$ cat config.mk
export PLATFORM = sky130hd
export DESIGN_NAME = seg7_decoder
export DESIGN_NICKNAME = d
export VERILOG_FILES = /design/src/rtl/seg7_pkg.sv /design/src/rtl/seg7_digit_dec.sv /design/src/rtl/seg7_decoder.sv
export SDC_FILE = /design/constraint.sdc
export NUM_CORES = 1
export LEC_CHECK = 0
export CORE_MARGIN = 5
export CORE_UTILIZATION = 54
export DETAILED_ROUTE_END_ITERATION = 12
export MAX_ROUTING_LAYER = met4
export PLACE_DENSITY = 0.78
export SYNTH_ARGS = -nofsm -noshare
export SYNTH_HDL_FRONTEND = slang
export SYNTH_SLANG_ARGS = --single-unit
$ cat constraint.sdc
create_clock -name clk -period 2.4 [get_ports clk]
set_clock_uncertainty 0.05 [all_clocks]
set_input_delay 0.24 -clock clk [delete_from_list [all_inputs] [get_ports clk]]
set_output_delay 0.24 -clock clk [all_outputs]
set_load 0.02 [all_outputs]
$ cat src/rtl/seg7_pkg.sv
// ----------------------------------------------------------------------------
// seg7_pkg
// Shared definitions for the seven-segment pair decoder:
//   - active-low segment patterns for digits 0..9 (bit6=a .. bit0=g)
//   - SEG_BLANK, the all-segments-off pattern
//   - seg7_state_t, the decoder FSM state encoding
// ----------------------------------------------------------------------------
package seg7_pkg;

    localparam logic [6:0] SEG_0     = 7'b0000001;
    localparam logic [6:0] SEG_1     = 7'b1001111;
    localparam logic [6:0] SEG_2     = 7'b0010010;
    localparam logic [6:0] SEG_3     = 7'b0000110;
    localparam logic [6:0] SEG_4     = 7'b1001100;
    localparam logic [6:0] SEG_5     = 7'b0100100;
    localparam logic [6:0] SEG_6     = 7'b0100000;
    localparam logic [6:0] SEG_7     = 7'b0001111;
    localparam logic [6:0] SEG_8     = 7'b0000000;
    localparam logic [6:0] SEG_9     = 7'b0000100;
    localparam logic [6:0] SEG_BLANK = 7'b1111111;

    typedef enum logic [1:0] {
        IDLE    = 2'd0,
        DECODE  = 2'd1,
        CONVERT = 2'd2,
        HOLD    = 2'd3
    } seg7_state_t;

endpackage

$ cat src/rtl/seg7_digit_dec.sv
// ----------------------------------------------------------------------------
// seg7_digit_dec
// Purely combinational decode of one active-low seven-segment pattern.
// Ports:
//   pattern  [6:0] in   active-low segments, bit6=a .. bit0=g
//   blank_ok       in   1: the blank pattern is accepted and reads as 0
//   digit    [3:0] out  decoded value (0 when the pattern is illegal)
//   legal          out  1 when the pattern is a recognised digit
// ----------------------------------------------------------------------------
module seg7_digit_dec
    import seg7_pkg::*;
(
    input  logic [6:0] pattern,
    input  logic       blank_ok,
    output logic [3:0] digit,
    output logic       legal
);

    always_comb begin
        digit = 4'd0;
        legal = 1'b1;
        case (pattern)
            SEG_0:     digit = 4'd0;
            SEG_1:     digit = 4'd1;
            SEG_2:     digit = 4'd2;
            SEG_3:     digit = 4'd3;
            SEG_4:     digit = 4'd4;
            SEG_5:     digit = 4'd5;
            SEG_6:     digit = 4'd6;
            SEG_7:     digit = 4'd7;
            SEG_8:     digit = 4'd8;
            SEG_9:     digit = 4'd9;
            // Blank reads as a leading zero only where the caller allows it.
            SEG_BLANK: legal = blank_ok;
            default:   legal = 1'b0;
        endcase
    end

endmodule

$ cat src/rtl/seg7_decoder.sv
// ----------------------------------------------------------------------------
// seg7_decoder
// Accepts a pair of active-low seven-segment digit patterns (tens, ones),
// decodes them to BCD and to a binary value 0..99, and keeps a running sum
// of the legal results. Four-state pipeline FSM: IDLE -> DECODE -> CONVERT
// -> HOLD, so at most one pair per four cycles.
//
// Build option: define SEG7_DEC_BLANK_EN to let a blank tens digit decode as
// 0 (leading-zero blanking). Without it a blank tens digit is illegal. A
// blank ones digit is always illegal.
//
// Ports:
//   clk        in   rising-edge clock
//   reset      in   synchronous, active-low
//   in_valid   in   seg_tens/seg_ones hold a pair
//   in_ready   out  block accepts a pair (IDLE only)
//   seg_ones   in   [6:0] units pattern, active-low, bit6=a .. bit0=g
//   seg_tens   in   [6:0] tens pattern, same encoding
//   out_valid  out  result valid (HOLD only)
//   out_ready  in   consumer takes the result
//   bcd_ones   out  [3:0] units digit
//   bcd_tens   out  [3:0] tens digit
//   bin_value  out  [6:0] tens*10+ones
//   err        out  either digit illegal; result fields forced to 0
//   acc_clr    in   clear the accumulator
//   acc        out  [ACC_W-1:0] running sum of accepted legal results
// ----------------------------------------------------------------------------
module seg7_decoder
    import seg7_pkg::*;
#(
    parameter int ACC_W = 8
) (
    input  logic             clk,
    input  logic             reset,
    input  logic             in_valid,
    output logic             in_ready,
    input  logic [6:0]       seg_ones,
    input  logic [6:0]       seg_tens,
    output logic             out_valid,
    input  logic             out_ready,
    output logic [3:0]       bcd_ones,
    output logic [3:0]       bcd_tens,
    output logic [6:0]       bin_value,
    output logic             err,
    input  logic             acc_clr,
    output logic [ACC_W-1:0] acc
);

`ifdef SEG7_DEC_BLANK_EN
    localparam logic BLANK_TENS_OK = 1'b1;
`else
    localparam logic BLANK_TENS_OK = 1'b0;
`endif

    // Index 0 = ones digit, index 1 = tens digit.
    localparam int NUM_DIGITS = 2;

    seg7_state_t       state_reg;
    logic [6:0]        pat_reg   [NUM_DIGITS];
    logic [3:0]        dig_reg   [NUM_DIGITS];
    logic              ill_reg   [NUM_DIGITS];
    logic [3:0]        dig_w     [NUM_DIGITS];
    logic              legal_w   [NUM_DIGITS];
    logic [3:0]        bcd_ones_reg;
    logic [3:0]        bcd_tens_reg;
    logic [6:0]        bin_reg;
    logic              err_reg;
    logic              out_valid_reg;
    logic              in_ready_reg;
    logic [ACC_W-1:0]  acc_reg;

    logic [6:0]        tens_w7;
    logic [6:0]        ones_w7;
    logic [6:0]        bin_next;
    logic              err_next;
    logic              done;
    logic [ACC_W-1:0]  bin_ext;

    // Decoders operate on the captured patterns, so the input bus is free
    // as soon as the pair has been accepted.
    generate
        for (genvar gi = 0; gi < NUM_DIGITS; gi++) begin : g_dig
            seg7_digit_dec u_dec (
                .pattern  (pat_reg[gi]),
                .blank_ok ((gi == 1) ? BLANK_TENS_OK : 1'b0),
                .digit    (dig_w[gi]),
                .legal    (legal_w[gi])
            );
        end
    endgenerate

    // tens*10 as shift-and-add; 9*10+9 = 99 fits in 7 bits.
    assign tens_w7  = {3'b000, dig_reg[1]};
    assign ones_w7  = {3'b000, dig_reg[0]};
    assign err_next = ill_reg[0] | ill_reg[1];
    assign bin_next = err_next ? 7'd0 : ((tens_w7 << 3) + (tens_w7 << 1) + ones_w7);

    assign done    = (state_reg == HOLD) && out_ready;
    assign bin_ext = ACC_W'(bin_reg);

    always_ff @(posedge clk) begin
        if (!reset) begin
            state_reg     <= IDLE;
            in_ready_reg  <= 1'b1;
            out_valid_reg <= 1'b0;
            bcd_ones_reg  <= 4'd0;
            bcd_tens_reg  <= 4'd0;
            bin_reg       <= 7'd0;
            err_reg       <= 1'b0;
            acc_reg       <= '0;
            for (int i = 0; i < NUM_DIGITS; i++) begin
                pat_reg[i] <= SEG_BLANK;
                dig_reg[i] <= 4'd0;
                ill_reg[i] <= 1'b0;
            end
        end else begin
            case (state_reg)
                IDLE: begin
                    if (in_valid) begin
                        pat_reg[0]   <= seg_ones;
                        pat_reg[1]   <= seg_tens;
                        in_ready_reg <= 1'b0;
                        state_reg    <= DECODE;
                    end
                end
                DECODE: begin
                    for (int i = 0; i < NUM_DIGITS; i++) begin
                        dig_reg[i] <= dig_w[i];
                        ill_reg[i] <= ~legal_w[i];
                    end
                    state_reg <= CONVERT;
                end
                CONVERT: begin
                    bin_reg       <= bin_next;
                    err_reg       <= err_next;
                    bcd_ones_reg  <= err_next ? 4'd0 : dig_reg[0];
                    bcd_tens_reg  <= err_next ? 4'd0 : dig_reg[1];
                    out_valid_reg <= 1'b1;
                    state_reg     <= HOLD;
                end
                HOLD: begin
                    // Result registers are left untouched until the next
                    // CONVERT, so they stay stable through any stall.
                    if (out_ready) begin
                        out_valid_reg <= 1'b0;
                        in_ready_reg  <= 1'b1;
                        state_reg     <= IDLE;
                    end
                end
                default: begin
                    out_valid_reg <= 1'b0;
                    in_ready_reg  <= 1'b1;
                    state_reg     <= IDLE;
                end
            endcase

            // A clear coincident with a legal completion loads the new
            // result rather than discarding it.
            if (acc_clr) begin
                acc_reg <= (done && !err_reg) ? bin_ext : '0;
            end else if (done && !err_reg) begin
                acc_reg <= acc_reg + bin_ext;
            end
        end
    end

    assign in_ready  = in_ready_reg;
    assign out_valid = out_valid_reg;
    assign bcd_ones  = bcd_ones_reg;
    assign bcd_tens  = bcd_tens_reg;
    assign bin_value = bin_reg;
    assign err       = err_reg;
    assign acc       = acc_reg;

endmodule
==> impl_metrics.py <==
metrics = {
    "global_routing": {
        "grt_usage": 0.187,
        "grt_start_max_net_pins": 23,
        "first_global_vias": 2228,
        "grt_overflow": 0,
        "grt_antenna_before_repair": 0,
        "global_route_wire_length_before_repair_um": 9680,
    },
    "final_layout": {
        "layout.cell_area.non_filler_um2": 3460,
        "layout.core_utilization": 0.678,
        "most_common_library_cell_in_the_layout_ignoring_fill_and_taps": "sky130_fd_sc_hd__clkdlybuf4s50_1",
        "share_of_cells_above_drive_strength_1": 0.0959,
        "nets": 384,
        "antenna_cells_inserted": 0,
        "largest_register_ff_count": 14,
        "synthToLayoutAreaGrowth_pct": 22.1,
        "num-fill-cells": 430,
        "mostFrequentLayoutCells": "sky130_fd_sc_hd__clkdlybuf4s50_1, sky130_fd_sc_hd__nor2_1, sky130_fd_sc_hd__a21oi_1",
        "final_cells": 414,
    },
    "job": {
        "timing.max_cap.violations": 0,
    },
    "pwr": {
        "cellLeakagePower_nw": 1.29,
        "clockPowerShare": 0.237,
        "swShare": 0.319,
        "comb_power_share": 0.294,
        "power_report.internal_total_w": 0.00169,
        "power.density_nw_per_um2": 716,
        "power.sequential.fraction": 0.469,
        "ir_drop_uv": 380,
        "switchingPower_w": 0.000792,
    },
    "setup_path": {
        "worst-path-max-fanout": 3,
        "critical_path_class": "reg2reg",
        "critical_path.startpoint_type": "flop",
        "critPathArrivalTime_ps": 2400,
        "timing.critical_path.to_type": "flop",
        "cp.required_ps": 2590,
        "reg2reg_setup_slack_ps": 190,
    },
    "sta": {
        "drv_slew": 0,
        "setup_violations": 0,
        "max_freq_mhz": 453,
        "tcrit_tclk_final": 0.920,
        "final-hold-violation-count": 0,
        "grt_setup_unrepaired": "false",
        "worst_pin_slew_ps": 534,
        "maxSlewHeadroom": 0.643,
        "min_period_ps": 2210,
        "finalSetupTns_ps": 0,
    },
    "logic_synthesis": {
        "ys_seq_elements": 51,
        "syn_area_per_cell_um2": 9.59,
        "synth.yosys.warnings": 0,
        "synthesis.area_um2": 2840,
        "ys_flop_type": "sky130_fd_sc_hd__dfxtp_1",
        "postSynth.asyncResetShare": 0,
        "synth_sequential_area_ratio": 0.444,
        "synthCells": 296,
        "synth_edf_count": 24,
        "ys_types": 55,
        "syn-num-nets": 337,
    },
    "cts": {
        "clock_buffers_created_by_tritoncts": 5,
        "postCtsResizedCells": 0,
        "clk_path_buf_depth": 2,
        "clkLatencyLatePin_ps": 310,
        "cts_max_level": 2,
        "hold_buffers_post_cts": 0,
        "clkTransAtPathRegs_ps": 90,
        "clock_sinks": 51,
        "tritoncts": "yes",
        "clock-root-buffer": "sky130_fd_sc_hd__clkbuf_8",
        "cts.repair_timing.setup_buffer_count": 0,
    },
    "die": {
        "die_width_um": 82.5,
        "placementRows": 26,
        "die_area_um2": 6800,
        "floorplan.initialDensity": 0.556,
        "core_region_area_um2": 5110,
        "floorplan.die.height_um": 82.5,
        "io_pins": 45,
    },
    "placement": {
        "dp.final_hpwl_um": 4350,
        "globalplace.congestion": 0.869,
        "port_buffers": 44,
        "placedInstanceArea_um2": 3360,
        "placed_cells_incl_taps": 406,
    },
    "routing": {
        "initialDrtViolationCount": 202,
        "drc": 0,
        "drt-wirelength-per-cell_um": 13.9,
        "drt_wl_total_um": 5740,
        "via_count": 2312,
        "detailedRoute.firstPassIterationCount": 4,
        "ant_nets": 0,
        "vias_per_cell": 5.58,
    },
    "min_path": {
        "path_category_of_the_worst_min_delay_check": "reg2reg",
    },
    "run_status": {
        "run_status": "finished, final reports clean",
    },
}
[cells by family after synthesis]
family / after synthesis / share of synthesized area
compound gates: 71 / 0.157
flops: 51 / 0.444
simple gates: 123 / 0.236
mux: 4 / 0.0150
buf+inv: 21 / 0.0309
fa+ha+maj: 22 / 0.105
xor+xnor: 4 / 0.0123
[critical path, stage by stage (launching register included)]
cell and delay, ps:
sky130_fd_sc_hd__edfxtp_1 400, sky130_fd_sc_hd__inv_1 70, sky130_fd_sc_hd__fa_1 510, sky130_fd_sc_hd__inv_1 80
sky130_fd_sc_hd__fa_1 450, sky130_fd_sc_hd__a21o_1 190, sky130_fd_sc_hd__a21oi_1 190, sky130_fd_sc_hd__nand4_1 120
sky130_fd_sc_hd__o211ai_1 100
[routing by layer]
metal / GRT usage / wire length [um] / part of all wire / vias to the layer above
li1: - / - / - / 1164
met1: 0.220 / 2550 / 0.44 / 1081
met2: 0.317 / 2780 / 0.48 / 58
met3: 0.0423 / 333 / 0.058 / 9
met4: 0.0621 / 82 / 0.014 / 0
met5: - / 0 / 0 / -
[per-stage QoR]
step                      worst slack [ps]  hold WS [ps]  total power [W]
after floorplan                        333           371          0.00167
after global placement                 291           408          0.00189
after detailed placement               198           429          0.00192
after CTS                              183           451          0.00250
after global routing                  35.8           483          0.00264
final                                  191           445          0.00248
[path summary, 6_finish.rpt]
kind,start,to,cells after the start
setup / recovery,dig_reg[0][4]$_SDFFCE_PN0P_,bin_value[6]$_SDFFE_PN0P_,8
hold / removal,dig_reg[0][0]$_SDFFCE_PN0P_,bcd_ones[0]$_SDFFE_PN0P_,2
setup reg to reg,dig_reg[0][4]$_SDFFCE_PN0P_,bin_value[6]$_SDFFE_PN0P_,8
hold reg to reg,dig_reg[0][0]$_SDFFCE_PN0P_,bcd_ones[0]$_SDFFE_PN0P_,2
[final cells by class]
class,count,area (um^2),area share
clock inverters,3,38.8,0.0112
inverters,13,48.8,0.0141
multi-input cells,224,1490,0.430
clock buffers,5,68.8,0.0199
flip-flops and latches,51,1260,0.364
well taps,70,87.6,0.0253
repair buffers,48,470,0.136
[synth_stat cells (all sizes together), types with 2 or more instances]
cell	instances	area share
and4b	2	0.0071
nor4	2	0.0044
nand2	17	0.022
nand4	2	0.0044
o21a	2	0.0053
buf	4	0.0084
a211oi	4	0.011
xnor2	2	0.0062
nand3b	6	0.016
nand4b	2	0.0062
a221oi	2	0.0084
nor2b	11	0.024
a31oi	3	0.0066
or2	15	0.033
ha	19	0.084
clkbuf	4	0.0053
nor3	8	0.014
nor4b	2	0.0062
a2111oi	2	0.0062
a21oi	33	0.058
mux2i	2	0.0071
nor2	33	0.044
dfxtp	27	0.19
nand3	5	0.0088
a21o	2	0.0053
and2b	4	0.011
and3	4	0.0088
edfxtp	24	0.25
mux2	2	0.0079
inv	13	0.017
o21ai	10	0.018
xor2	2	0.0062
fa	3	0.021
o211ai	4	0.011
nand2b	5	0.011
[power by group through the flow]
stage / logic [W] / clock network (W) / registers [W]
2_1_floorplan: 0.000464 / 0 / 0.00120
3_3_place_gp: 0.000716 / 0 / 0.00118
3_5_place_dp: 0.000736 / 0 / 0.00118
4_1_cts: 0.000738 / 0.000601 / 0.00116
5_1_grt: 0.000820 / 0.000635 / 0.00118
6_report: 0.000730 / 0.000589 / 0.00116
Note: power is estimated with default switching activity, not from simulation.
